File: src/rtl/fmtparams_q.sv
// Floating-point format parameter lookup (bias, fraction bits, exponent width)
// feeding a small tagged FIFO, with a saturating count of illegal requests.
module fmtparams_q #(
  parameter int          NE      = 15,
  parameter int          LOGFLEN = 7,
  parameter logic [3:0]  FMTEN   = 4'b1111,
  parameter int          DEPTH   = 2,
  parameter int          TAGW    = 5,
  parameter int          CNTW    = 8
) (
  input  logic                      clk,
  input  logic                      reset_n,
  input  logic                      InValid,
  output logic                      InReady,
  input  logic [1:0]                Fmt,
  input  logic [TAGW-1:0]           InTag,
  input  logic [3:0]                FmtEnDyn,
  output logic                      OutValid,
  input  logic                      OutReady,
  output logic [NE-2:0]             Bias,
  output logic [LOGFLEN-1:0]        Nf,
  output logic [$clog2(NE+1)-1:0]   Ne,
  output logic                      Illegal,
  output logic [TAGW-1:0]           OutTag,
  input  logic                      ClrCnt,
  output logic [CNTW-1:0]           IllegalCnt
);

  localparam int BW  = NE - 1;
  localparam int NEW = $clog2(NE + 1);
  localparam int PW  = (DEPTH > 1) ? $clog2(DEPTH) : 1;
  localparam int CW  = $clog2(DEPTH + 1);

  function automatic int fmtNe(input logic [1:0] f);
    case (f)
      2'd0:    return 8;
      2'd1:    return 11;
      2'd2:    return 5;
      default: return 15;
    endcase
  endfunction

  function automatic int fmtNf(input logic [1:0] f);
    case (f)
      2'd0:    return 23;
      2'd1:    return 52;
      2'd2:    return 10;
      default: return 112;
    endcase
  endfunction

  function automatic int fmtBias(input logic [1:0] f);
    return (1 << (fmtNe(f) - 1)) - 1;
  endfunction

  // Any enabled format must fit the configured output widths.
  for (genvar i = 0; i < 4; i++) begin : g_fmtChk
    if (FMTEN[i] && ((fmtNe(2'(i)) > NE) || (fmtNf(2'(i)) >= (1 << LOGFLEN)))) begin : g_bad
      $error("fmtparams_q: enabled format %0d does not fit NE/LOGFLEN", i);
    end
  end

  if ((DEPTH < 1) || (DEPTH > 8)) begin : g_depthChk
    $error("fmtparams_q: DEPTH %0d outside 1..8", DEPTH);
  end

  typedef struct packed {
    logic               ill;
    logic [BW-1:0]      bias;
    logic [LOGFLEN-1:0] nf;
    logic [NEW-1:0]     ne;
    logic [TAGW-1:0]    tag;
  } entry_t;

  entry_t          mem [DEPTH];
  entry_t          lk;
  entry_t          head;
  logic [PW-1:0]   wrPtr;
  logic [PW-1:0]   rdPtr;
  logic [CW-1:0]   count;
  logic            rstSync;
  logic            legal;
  logic            push;
  logic            pop;
  logic [CNTW-1:0] illegalCnt;

  function automatic logic [PW-1:0] nextPtr(input logic [PW-1:0] p);
    return (p == PW'(DEPTH - 1)) ? '0 : p + PW'(1);
  endfunction

  // Disabled formats still enqueue, carrying only the tag and the flag.
  always_comb begin
    lk     = '0;
    legal  = FMTEN[Fmt] & FmtEnDyn[Fmt];
    lk.tag = InTag;
    if (!legal) begin
      lk.ill = 1'b1;
    end else begin
      lk.bias = BW'(fmtBias(Fmt));
      lk.nf   = LOGFLEN'(fmtNf(Fmt));
      lk.ne   = NEW'(fmtNe(Fmt));
    end
  end

  // Reset release is retimed through one flop so InReady rises cleanly.
  always_ff @(posedge clk or negedge reset_n) begin
    if (!reset_n) rstSync <= 1'b0;
    else          rstSync <= 1'b1;
  end

  assign InReady  = rstSync && (count < CW'(DEPTH));
  assign OutValid = (count != '0);
  assign push     = InValid && InReady;
  assign pop      = OutValid && OutReady;

  always_ff @(posedge clk) begin
    if (push) mem[wrPtr] <= lk;
  end

  always_ff @(posedge clk or negedge reset_n) begin
    if (!reset_n) begin
      wrPtr <= '0;
      rdPtr <= '0;
      count <= '0;
    end else begin
      if (push) wrPtr <= nextPtr(wrPtr);
      if (pop)  rdPtr <= nextPtr(rdPtr);
      case ({push, pop})
        2'b10:   count <= count + CW'(1);
        2'b01:   count <= count - CW'(1);
        default: count <= count;
      endcase
    end
  end

  // A clear that coincides with an illegal acceptance counts that request.
  always_ff @(posedge clk or negedge reset_n) begin
    if (!reset_n) begin
      illegalCnt <= '0;
    end else if (push && lk.ill) begin
      if (ClrCnt)                 illegalCnt <= CNTW'(1);
      else if (illegalCnt != '1)  illegalCnt <= illegalCnt + CNTW'(1);
    end else if (ClrCnt) begin
      illegalCnt <= '0;
    end
  end

  always_comb begin
    head = OutValid ? mem[rdPtr] : '0;
  end

  assign Bias       = head.bias;
  assign Nf         = head.nf;
  assign Ne         = head.ne;
  assign Illegal    = head.ill;
  assign OutTag     = head.tag;
  assign IllegalCnt = illegalCnt;

endmodule

File: config.mk
export PLATFORM = sky130hd
export DESIGN_NAME = fmtparams_q
export DESIGN_NICKNAME = d
export VERILOG_FILES = /design/src/rtl/fmtparams_q.sv
export SDC_FILE = /design/constraint.sdc
export NUM_CORES = 1
export LEC_CHECK = 0
export CAP_MARGIN = 25
export CORE_MARGIN = 1
export CORE_UTILIZATION = 46
export CTS_CLUSTER_DIAMETER = 50
export DETAILED_ROUTE_END_ITERATION = 10
export PLACE_DENSITY = 0.85
export SYNTH_ARGS = -nofsm -noshare
export SYNTH_HDL_FRONTEND = slang
export SYNTH_SLANG_ARGS = --single-unit
File: constraint.sdc
create_clock -name clk -period 4 [get_ports clk]
set_clock_uncertainty 0.15 [all_clocks]
set_input_delay 0.8 -clock clk [delete_from_list [all_inputs] [get_ports clk]]
set_output_delay 0.8 -clock clk [all_outputs]
set_load 0.02 [all_outputs]
# [Yosys cells after proc, flatten, opt, wreduce, memory -nomap -nowiden]
# Memory sizes are Yosys's and may differ from the RTL's.
# Index checks and enable logic that the tools add are counted.
[totals] inputBits=16 mem_bits_rw=62 regBits=13 n_memories=1 output_inout_bits=41 word_cells=51
[op_classes] reduce_logical=10 n_shift=1 n_addsub=7 bitwise_logic=1 magnitude_cmp=2 mux=19 n_eq_ne=5
[memory_table] memory="mem" words=2 word_bits=31 rd=1 rd_clocked_by_memory_dff=0 write_ports=1 line="75" source="entry_t mem [DEPTH];"
[ops] op="2-to-1 mux 32 bit" count=1
[ops] op="2-to-1 mux 8 bit" count=4
[ops] op="<< shifter 1 x 32 -> 14 bit, first input constant" count=1
[ops] op="subtractor 32 x 2 -> 32 bit, second input constant" count=1
[ops] op="2-to-1 mux 31 bit" count=1
[ops] op="2-to-1 mux 25 bit" count=1
[ops] op="one-hot mux 7 bit (3 select lines)" count=1
[ops] op="subtractor 14 x 2 -> 14 bit, second input constant" count=1
[ops] op="one-hot mux 4 bit (3 select lines)" count=1
[ops] op="adder 8 x 1 -> 8 bit, second input constant" count=1
[ops] op="inequality test 8 bit, second input constant" count=1
[ops] op="nonzero test 2 bit" count=4
[ops] op="2-to-1 mux 1 bit" count=7
[ops] op="binary-select mux 1 bit (select 2 bit)" count=2
[ops] op="equality test 2 x 1 -> 1 bit, second input constant" count=2
[ops] op="equality test 2 bit, second input constant" count=2
[ops] op="logical AND 1 bit" count=4
[ops] op="one-hot mux 2 bit (2 select lines)" count=1
[ops] op="less-than comparator 2 x 3 -> 1 bit, second input constant" count=1
[ops] op="adder 1 bit, second input constant" count=2
[ops] op="adder 2 x 1 -> 2 bit, second input constant" count=1
[ops] op="logical NOT 2 bit" count=1
[ops] op="less-than comparator 2 bit, second input constant" count=1
[ops] op="AND reduction 2 bit" count=1
[ops] op="other kinds (2)" count=2

# [Depth between registers and ports, before layout]
# Gate-level depths: netlist of run 1.
[logic_depth] depth_word=8 depth_mapped=6 ltp_nobuf=6

# [Worst setup path after synthesis of run 1]
# No wires, ideal clock.
[synth_path] path_type="reg-to-output" from="register rdPtr" to="output port Bias[1]" path_stages_with_launch=6 required_ns=3.050 n_path_buf=3 slack_ns=1.389 arrival_ns=1.661 cell_sequence="dfrtp_1 clkbuf_1 buf_1 mux2i_1 nor2_1 buf_4"
[synth_via] elab_chain_cells=2
[synth_rtl] element="from (decl)" line="79" source="logic [PW-1:0] rdPtr;"
[synth_rtl] element="from (signal assigned)" line="127" source="if (pop) rdPtr <= nextPtr(rdPtr);"
[synth_rtl] element="memory (2 x 31 bit)"
[synth_rtl] element="2-to-1 mux 31 bit" line="149" source="head = OutValid ? mem[rdPtr] : '0;"
[synth_rtl] element="to (decl)" line="20" source="output logic [NE-2:0] Bias,"
# No other way between the ends.

# [Worst setup path in the final report of run 1]
[layout_path] from="register rdPtr" to="output port Bias[5]"
# Same word-level chain as after synthesis.

==> results of run 1 <==
[layout make-up]
cell class | count | area [µm²] | share of cell area
Clock inverter | 1 | 3.75 | 0.00123
Tap cell | 70 | 87.6 | 0.0287
Sequential cell | 53 | 1530 | 0.501
Multi-Input combinational cell | 108 | 741 | 0.243
Timing Repair Buffer | 59 | 583 | 0.191
Inverter | 8 | 30.0 | 0.00985
Clock buffer | 7 | 76.3 | 0.0250
[layer usage]
layer / routed length, µm / vias to the layer above
met2: 2050 / 48
met4: 97 / 0
met1: 1840 / 717
met3: 206 / 7
li1: - / 749
met5: 0 / -
[stage by stage]
step,utilization,instance area (µm²)
after floorplan,-,2430
after CTS,0.597,3050
final,0.597,3050
after global routing,0.597,3050
after global placement,0.581,2970
after detailed placement,0.581,2970
[power groups by stage]
stage | clock network (mW) | registers (mW) | logic [mW]
after global placement | 0 | 0.737 | 0.893
after global routing | 0.307 | 0.736 | 0.970
final | 0.279 | 0.726 | 0.900
after CTS | 0.290 | 0.727 | 0.913
after detailed placement | 0 | 0.740 | 0.912
after floorplan | 0 | 0.707 | 0.606
[cell families (layout without fill, tap and decap cells)]
group	count (synthesis)	in the layout	share of synthesized area
AND/OR/NAND/NOR	56	56	0.115
flip-flops	53	53	0.629
buffers and inverters	28	75	0.0665
multiplexers	23	23	0.100
AO/OA/AOI/OAI	18	18	0.0438
adder cells (fa/ha/maj)	5	5	0.0258
XOR/XNOR	5	5	0.0181
other	1	1	0.00155
[final timing paths]
kind	endpoint	slack, ps	cells after the start
worst min register to register	wrPtr$_DFFE_PN0P_	360	1
worst max register to register	IllegalCnt[7]$_DFFE_PN0P_	1890	5
min in group asynchronous	count[1]$_DFFE_PN0P_	730	1
worst min-delay path	wrPtr$_DFFE_PN0P_	360	1
worst max-delay path	Bias[5]	770	4
max in group asynchronous	IllegalCnt[5]$_DFFE_PN0P_	2580	1
[registers in the layout, summed over array words and instances, names as in the netlist]
register and cells:
mem 40, wrPtr 1, rdPtr 1, count 2, rstSync 1, IllegalCnt 8
[worst register-to-register path: stages (launching register included)]
cell and delay (ps):
dfrtp_1 420, ha_1 250, and3_1 180, a211o_1 430, or4_1 450, a21oi_1 160
[cells in the final DEF, fill, tap and decap left out, types with 5 or more instances in the layout]
master           instances
clkbuf_8                 5
nor2_1                  26
inv_1                    8
a21oi_1                  7
mux2i_1                 22
edfxtp_1                40
dfrtp_1                 13
clkdlybuf4s50_1         56
ha_1                     5
o21ai_0                  5
[cells in the mapped netlist (4+ instances only)]
| cell type | n | area [µm²] |
|---|---|---|
| a21oi_1 | 7 | 35.0 |
| o21ai_0 | 5 | 25.0 |
| dfrtp_1 | 13 | 325 |
| nor2_1 | 27 | 101 |
| inv_1 | 8 | 30.0 |
| buf_4 | 11 | 82.6 |
| clkbuf_1 | 4 | 15.0 |
| edfxtp_1 | 40 | 1200 |
| mux2i_1 | 22 | 220 |
| ha_1 | 5 | 62.6 |
==> impl_metrics.py, run 1 <==
metrics = {
    "drt": {
        "avgRoutedWirePerCell_um": 13.7,
        "ant_nets": 0,
        "drt-pass1-iter-count": 4,
        "dr_total_vias": 1521,
        "drt_iter0_markers": 60,
        "postRouteWirelength_mm": 4.19,
        "drc": 0,
        "vias_per_cell": 4.97,
    },
    "synth": {
        "synth_area_mm2": 0.00243,
        "async_flop_share": 0.245,
        "synth_nets": 210,
        "yosys_warnings": 0,
        "syn_inst": 189,
        "synth.yosys.seq_area_share": 0.629,
        "synth-edff-count": 40,
        "ys.flop_type": "edfxtp_1",
        "synth_area_per_cell_um2": 12.8,
        "ys_ff_latch": 53,
        "synth_cell_types": 33,
    },
    "global_routing": {
        "grtUsageMet3": 0.0402,
        "grt_antenna_before_repair": 0,
        "first_global_vias": 1435,
        "track_usage": 0.164,
        "grt_pass1_wl_mm": 6.64,
        "met1_usage": 0.210,
        "use_met2": 0.264,
        "grt_overflow_total": 0,
        "top_usage_layer": "met2",
        "grt_max_degree": 23,
    },
    "final_layout": {
        "stdcell_count": 306,
        "syn_to_final_growth_pct": 25.6,
        "drive_above_1_share": 0.0508,
        "layout.nets": 256,
        "fillers": 421,
        "num_antenna_cells": 0,
    },
    "die": {
        "rows": 26,
        "die-area_mm2": 0.00557,
        "die_h_um": 74.6,
        "coreArea_mm2": 0.00511,
        "initial_core_util": 0.475,
        "boundaryPins": 57,
        "die_w_um": 74.6,
    },
    "clocking": {
        "htreeDepth": 2,
        "clk_latency_ps": 300,
        "cts_resized": 0,
        "cts.sinks": 53,
        "holdBufCountCts": 0,
        "post_cts_buffers": 0,
        "cts_root_buf": "clkbuf_8",
        "cts_tree": "done",
        "clk_pin_slew_ps": 80,
        "numCtsBuffers": 5,
        "clockBufferDepth": 2,
    },
    "setup_path": {
        "cp.required_ps": 3050,
        "max_stage_delay_ps": 750,
        "cp_slowest_cell": "dfrtp_1",
        "path_buf_inv": 2,
        "cp_max_fo": 12,
        "crit_path_start_kind": "register",
        "setup.worst_path.class": "reg -> out",
        "path_cells": "buf_4 > mux2i_1 > nor2_1 > clkdlybuf4s50_1",
        "cp-startpoint": "rdPtr$_DFFE_PN0P_",
        "end_kind": "primary output",
        "critPathTopFamily": "buffers and inverters",
        "worstPathArrival_ps": 2280,
        "r2r_start": "IllegalCnt[0]$_DFFE_PN0P_",
    },
    "timing": {
        "hold_viol": 0,
        "tns_ps": 0,
        "post-route-min-period_ps": 3230,
        "setup_slack_ps": 769,
        "period_share": 0.808,
        "relSlewSlack": 0.362,
        "fmax_mhz": 310,
        "timing.hold.ws_ps": 363,
        "tightest_slew_ps": 957,
        "rsz0062_at_grt": "no",
        "finalSetupViolCount": 0,
        "maxSlewViolCount": 0,
    },
    "run": {
        "maxCapViolations": 0,
    },
    "power": {
        "vdd_drop_max_uv": 274,
        "swShare": 0.359,
        "clockPowerShare": 0.146,
        "p_switching_mw": 0.684,
        "total_power_mw": 1.91,
        "p_int_mw": 1.22,
        "p_comb_frac": 0.472,
        "power_frac_seq": 0.381,
        "p_per_area_mw_per_mm2": 625,
        "p_leak_nw": 1.17,
    },
    "run_status": {
        "status": "finished, final reports clean",
    },
    "placement": {
        "portBuffers": 56,
        "dp.cells": 298,
        "place_ws_ps": 702,
        "place_congestion": 0.787,
        "post-dp-hpwl_mm": 2.94,
    },
    "min_path": {
        "min-delay-start": "wrPtr$_DFFE_PN0P_",
        "holdCritPathClass": "reg -> reg",
    },
}
No activity file was read; power rests on OpenSTA's default activity.
==> inputs of run 2 (changes only) <==
Clock period 4 ns to 3.09 ns, I/O delays scaled along.
==> impl_metrics.py, run 2 (same netlist as run 1, synthesis figures left out) <==
metrics = {
    "final_layout": {
        "final_cell_mix": "clkdlybuf4s50_1 (56), edfxtp_1 (40), nor2_1 (26)",
        "syn_to_final_growth_pct": 27.6,
        "layout.nets": 259,
        "final_common_cell": "clkdlybuf4s50_1",
        "num_antenna_cells": 0,
        "largest-register": "mem",
        "fillers": 412,
        "final_area_mm2": 0.00310,
        "drive_above_1_share": 0.0669,
        "largest_reg_flops": 40,
    },
    "global_routing": {
        "first_global_vias": 1493,
        "grt_max_degree": 23,
        "grt_pass1_wl_mm": 6.93,
        "grt_antenna_before_repair": 0,
        "track_usage": 0.168,
        "grt_overflow_total": 0,
    },
    "power": {
        "vdd_drop_max_uv": 434,
        "power_frac_seq": 0.361,
        "swShare": 0.349,
        "clockPowerShare": 0.174,
        "p_comb_frac": 0.466,
        "p_switching_mw": 0.893,
        "p_leak_nw": 1.20,
        "p_per_area_mw_per_mm2": 826,
        "p_int_mw": 1.66,
    },
    "timing": {
        "post-route-min-period_ps": 2910,
        "period_share": 0.941,
        "maxSlewViolCount": 0,
        "rsz0062_at_grt": "no",
        "relSlewSlack": 0.617,
        "tightest_slew_ps": 572,
        "finalSetupViolCount": 0,
        "fmax_mhz": 344,
        "tns_ps": 0,
        "hold_viol": 0,
    },
    "drt": {
        "drt_iter0_markers": 81,
        "drc": 0,
        "avgRoutedWirePerCell_um": 13.9,
        "postRouteWirelength_mm": 4.28,
        "dr_total_vias": 1566,
        "ant_nets": 0,
        "vias_per_cell": 5.07,
        "drt-pass1-iter-count": 4,
    },
    "die": {
        "coreArea_mm2": 0.00511,
        "rows": 26,
        "boundaryPins": 57,
        "die_h_um": 74.6,
        "die_w_um": 74.6,
        "initial_core_util": 0.475,
        "die-area_mm2": 0.00557,
    },
    "clocking": {
        "holdBufCountCts": 0,
        "clk_latency_ps": 300,
        "cts_resized": 0,
        "htreeDepth": 2,
        "clk_pin_slew_ps": 80,
        "cts.sinks": 53,
        "clockBufferDepth": 2,
        "cts_root_buf": "clkbuf_8",
        "numCtsBuffers": 5,
        "cts_tree": "done",
        "post_cts_buffers": 0,
    },
    "setup_path": {
        "cp_max_fo": 16,
        "crit_path_start_kind": "register",
        "worstPathArrival_ps": 2140,
        "end_kind": "primary output",
        "setup.worst_path.class": "reg -> out",
        "cp.required_ps": 2320,
    },
    "placement": {
        "post-dp-hpwl_mm": 3.04,
        "portBuffers": 56,
        "placed_area_mm2": 0.00299,
        "place_congestion": 0.761,
    },
    "min_path": {
        "holdCritPathClass": "reg -> reg",
    },
    "run_status": {
        "status": "finished, final reports clean",
    },
    "run": {
        "maxCapViolations": 0,
    },
}
==> run 2: changes by cell type in the layout (fill, tap and decap cells not counted) <==
cell / change
buf_4: +3
bufinv_16: +1
clkbuf_1: -1
==> run 2: critical path: stages (launching register included) <==
cell             delay [ps]
dfrtp_1                 550
buf_4                   360
mux2i_1                 130
nor2_1                  170
clkdlybuf4s50_1         640
==> run 2: area by class of cell <==
| class | instances | area, µm² | share of cell area |
|---|---|---|---|
| inverter | 8 | 30.0 | 0.00970 |
| tap | 70 | 87.6 | 0.0283 |
| sequential | 53 | 1530 | 0.493 |
| multi-input combinational | 108 | 741 | 0.239 |
| timing repair buffer | 62 | 606 | 0.196 |
| clock buffer | 6 | 72.6 | 0.0234 |
| clock inverter | 2 | 33.8 | 0.0109 |
==> run 2: layer usage <==
metal  global-route usage  part of all wire  up-vias
met5                    0                 0        -
met4               0.0503             0.012        0
met3               0.0268             0.038        5
met2                0.305              0.52       43
met1                0.205              0.43      762
li1                     -                 -      756
==> run 2: power by group through the flow <==
stage / Sequential [mW] / Combinational (mW) / Clock (mW)
after floorplan: 0.916 / 0.785 / 0
after global placement: 0.932 / 1.18 / 0
after detailed placement: 0.938 / 1.21 / 0
after CTS: 0.922 / 1.21 / 0.450
after global routing: 0.933 / 1.29 / 0.479
final: 0.923 / 1.19 / 0.444
==> run 2: through the flow <==
step                std cells  hold WS, ps  setup WS [ps]  utilization  power (mW)
detailed placement        301          360            100        0.585        2.15
finish                    309          374            183        0.606        2.56
global placement          301          343            148        0.585        2.12
CTS                       309          380            176        0.606        2.58
floorplan                 189          172            661            -        1.70
global route              309          399           79.1        0.606        2.70
==> run 2: worst paths after layout <==
kind | slack [ps] | to | cells after the start | start
max | 180 | Bias[6] | 4 | rdPtr$_DFFE_PN0P_
min | 370 | count[1]$_DFFE_PN0P_ | 1 | count[1]$_DFFE_PN0P_
max reg2reg | 960 | IllegalCnt[5]$_DFFE_PN0P_ | 5 | IllegalCnt[0]$_DFFE_PN0P_
min reg2reg | 370 | count[1]$_DFFE_PN0P_ | 1 | count[1]$_DFFE_PN0P_
max in group asynchronous | 1880 | rdPtr$_DFFE_PN0P_ | 1 | reset_n
min in group asynchronous | 530 | IllegalCnt[0]$_DFFE_PN0P_ | 1 | reset_n
==> inputs of run 3 (changes only) <==
Settings changed: SETUP_SLACK_MARGIN from default to 0.3.
==> impl_metrics.py, run 3 (same netlist as run 1, synthesis figures left out) <==
metrics = {
    "run_status": {
        "status": "finished, final reports clean",
    },
    "setup_path": {
        "setup.worst_path.class": "reg -> out",
        "cp.required_ps": 2320,
        "worstPathArrival_ps": 1930,
        "end_kind": "primary output",
        "cp_max_fo": 16,
        "crit_path_start_kind": "register",
        "timing.reg2reg.setup_slack_ps": 960,
    },
    "placement": {
        "dp.cells": 301,
        "portBuffers": 56,
        "post-dp-hpwl_mm": 3.04,
        "place_congestion": 0.761,
    },
    "timing": {
        "tightest_slew_ps": 574,
        "period_share": 0.873,
        "maxSlewViolCount": 0,
        "finalSetupViolCount": 0,
        "tns_ps": 0,
        "rsz0062_at_grt": "yes",
        "fmax_mhz": 371,
        "relSlewSlack": 0.616,
        "post-route-min-period_ps": 2700,
        "timing.hold.ws_ps": 374,
        "hold_viol": 0,
    },
    "clocking": {
        "numCtsBuffers": 5,
        "cts_tree": "done",
        "cts.sinks": 53,
        "clockBufferDepth": 2,
        "htreeDepth": 2,
        "clk_latency_ps": 300,
        "post_cts_buffers": 0,
        "cts_root_buf": "clkbuf_8",
        "clk_pin_slew_ps": 80,
    },
    "final_layout": {
        "stdcell_count": 309,
        "fillers": 412,
        "final_common_cell": "clkdlybuf4s50_1",
        "layout.nets": 259,
        "drive_above_1_share": 0.0711,
        "final_cell_mix": "clkdlybuf4s50_1 (54), edfxtp_1 (40), nor2_1 (26)",
        "largest_reg_flops": 40,
        "syn_to_final_growth_pct": 28.1,
        "num_antenna_cells": 0,
        "largest-register": "mem",
    },
    "drt": {
        "drt-pass1-iter-count": 4,
        "dr_total_vias": 1559,
        "drc": 0,
        "drt_iter0_markers": 89,
        "vias_per_cell": 5.05,
        "postRouteWirelength_mm": 4.27,
        "ant_nets": 0,
        "avgRoutedWirePerCell_um": 13.8,
    },
    "power": {
        "p_switching_mw": 0.895,
        "p_int_mw": 1.67,
        "p_per_area_mw_per_mm2": 825,
        "vdd_drop_max_uv": 434,
        "swShare": 0.349,
        "power_frac_seq": 0.361,
        "p_leak_nw": 1.22,
        "p_comb_frac": 0.465,
        "clockPowerShare": 0.173,
    },
    "run": {
        "maxCapViolations": 0,
    },
    "global_routing": {
        "grt_overflow_total": 0,
        "grt_antenna_before_repair": 0,
        "grt_max_degree": 23,
        "first_global_vias": 1493,
        "grt_pass1_wl_mm": 6.93,
        "track_usage": 0.168,
    },
    "die": {
        "die-area_mm2": 0.00557,
        "rows": 26,
        "coreArea_mm2": 0.00511,
        "boundaryPins": 57,
        "initial_core_util": 0.475,
        "die_h_um": 74.6,
        "die_w_um": 74.6,
    },
    "min_path": {
        "holdCritPathClass": "reg -> reg",
    },
}
[run 3: changes by cell type in the layout (fill, tap and decap cells not counted)]
cell / change
buf_4: -1
buf_6: +1
clkdlybuf4s50_1: -2
dfrtp_1: -1
dfrtp_2: +1
dlymetal6s2s_1: +2
[run 3: final timing paths]
| check | startpoint | endpoint | cells after the start |
|---|---|---|---|
| setup / recovery | rdPtr$_DFFE_PN0P_ | Bias[6] | 4 |
| hold / removal | count[1]$_DFFE_PN0P_ | count[1]$_DFFE_PN0P_ | 1 |
| min in group asynchronous | reset_n | IllegalCnt[0]$_DFFE_PN0P_ | 1 |
| hold reg to reg | count[1]$_DFFE_PN0P_ | count[1]$_DFFE_PN0P_ | 1 |
| max in group asynchronous | reset_n | rdPtr$_DFFE_PN0P_ | 1 |
| setup reg to reg | IllegalCnt[0]$_DFFE_PN0P_ | IllegalCnt[5]$_DFFE_PN0P_ | 5 |
[run 3: repair_timing]
item | 4_1_cts | 5_1_grt
hold buffers | 0 | 0
endpoints found under the setup margin | 17 | 5
gates resized for setup | 2 | 2
[run 3: layout make-up]
cell class	count	area, µm²	share of cell area
clock buffer	6	72.6	0.0234
multi-input combinational	108	741	0.238
sequential	53	1530	0.492
clock inverter	2	33.8	0.0109
inverter	8	30.0	0.00967
timing repair buffer	62	614	0.198
tap	70	87.6	0.0282
[run 3: critical path, cell delays in order, from the launching register on]
cell and delay (ps):
dfrtp_2 490, buf_6 250, mux2i_1 110, nor2_1 150
clkdlybuf4s50_1 630
[run 3: routing by layer]
metal | share of wire | track usage
met5 | 0 | 0
met4 | 0.012 | 0.0503
met3 | 0.038 | 0.0268
met2 | 0.52 | 0.305
met1 | 0.43 | 0.205
[run 3: stage by stage]
stage | util | instance area (µm²) | setup WS, ps | power, mW
floorplan | - | 2430 | 661 | 1.70
CTS | 0.607 | 3100 | 361 | 2.59
global route | 0.608 | 3110 | 293 | 2.70
finish | 0.608 | 3110 | 393 | 2.56
global placement | 0.585 | 2990 | 148 | 2.12
detailed placement | 0.585 | 2990 | 100 | 2.15
[run 3: power by group through the flow]
| stage | registers (mW) | logic (mW) | clock network (mW) |
|---|---|---|---|
| after floorplan | 0.916 | 0.785 | 0 |
| after global placement | 0.932 | 1.18 | 0 |
| after detailed placement | 0.938 | 1.21 | 0 |
| after CTS | 0.925 | 1.21 | 0.450 |
| after global routing | 0.935 | 1.29 | 0.479 |
| final | 0.926 | 1.19 | 0.444 |
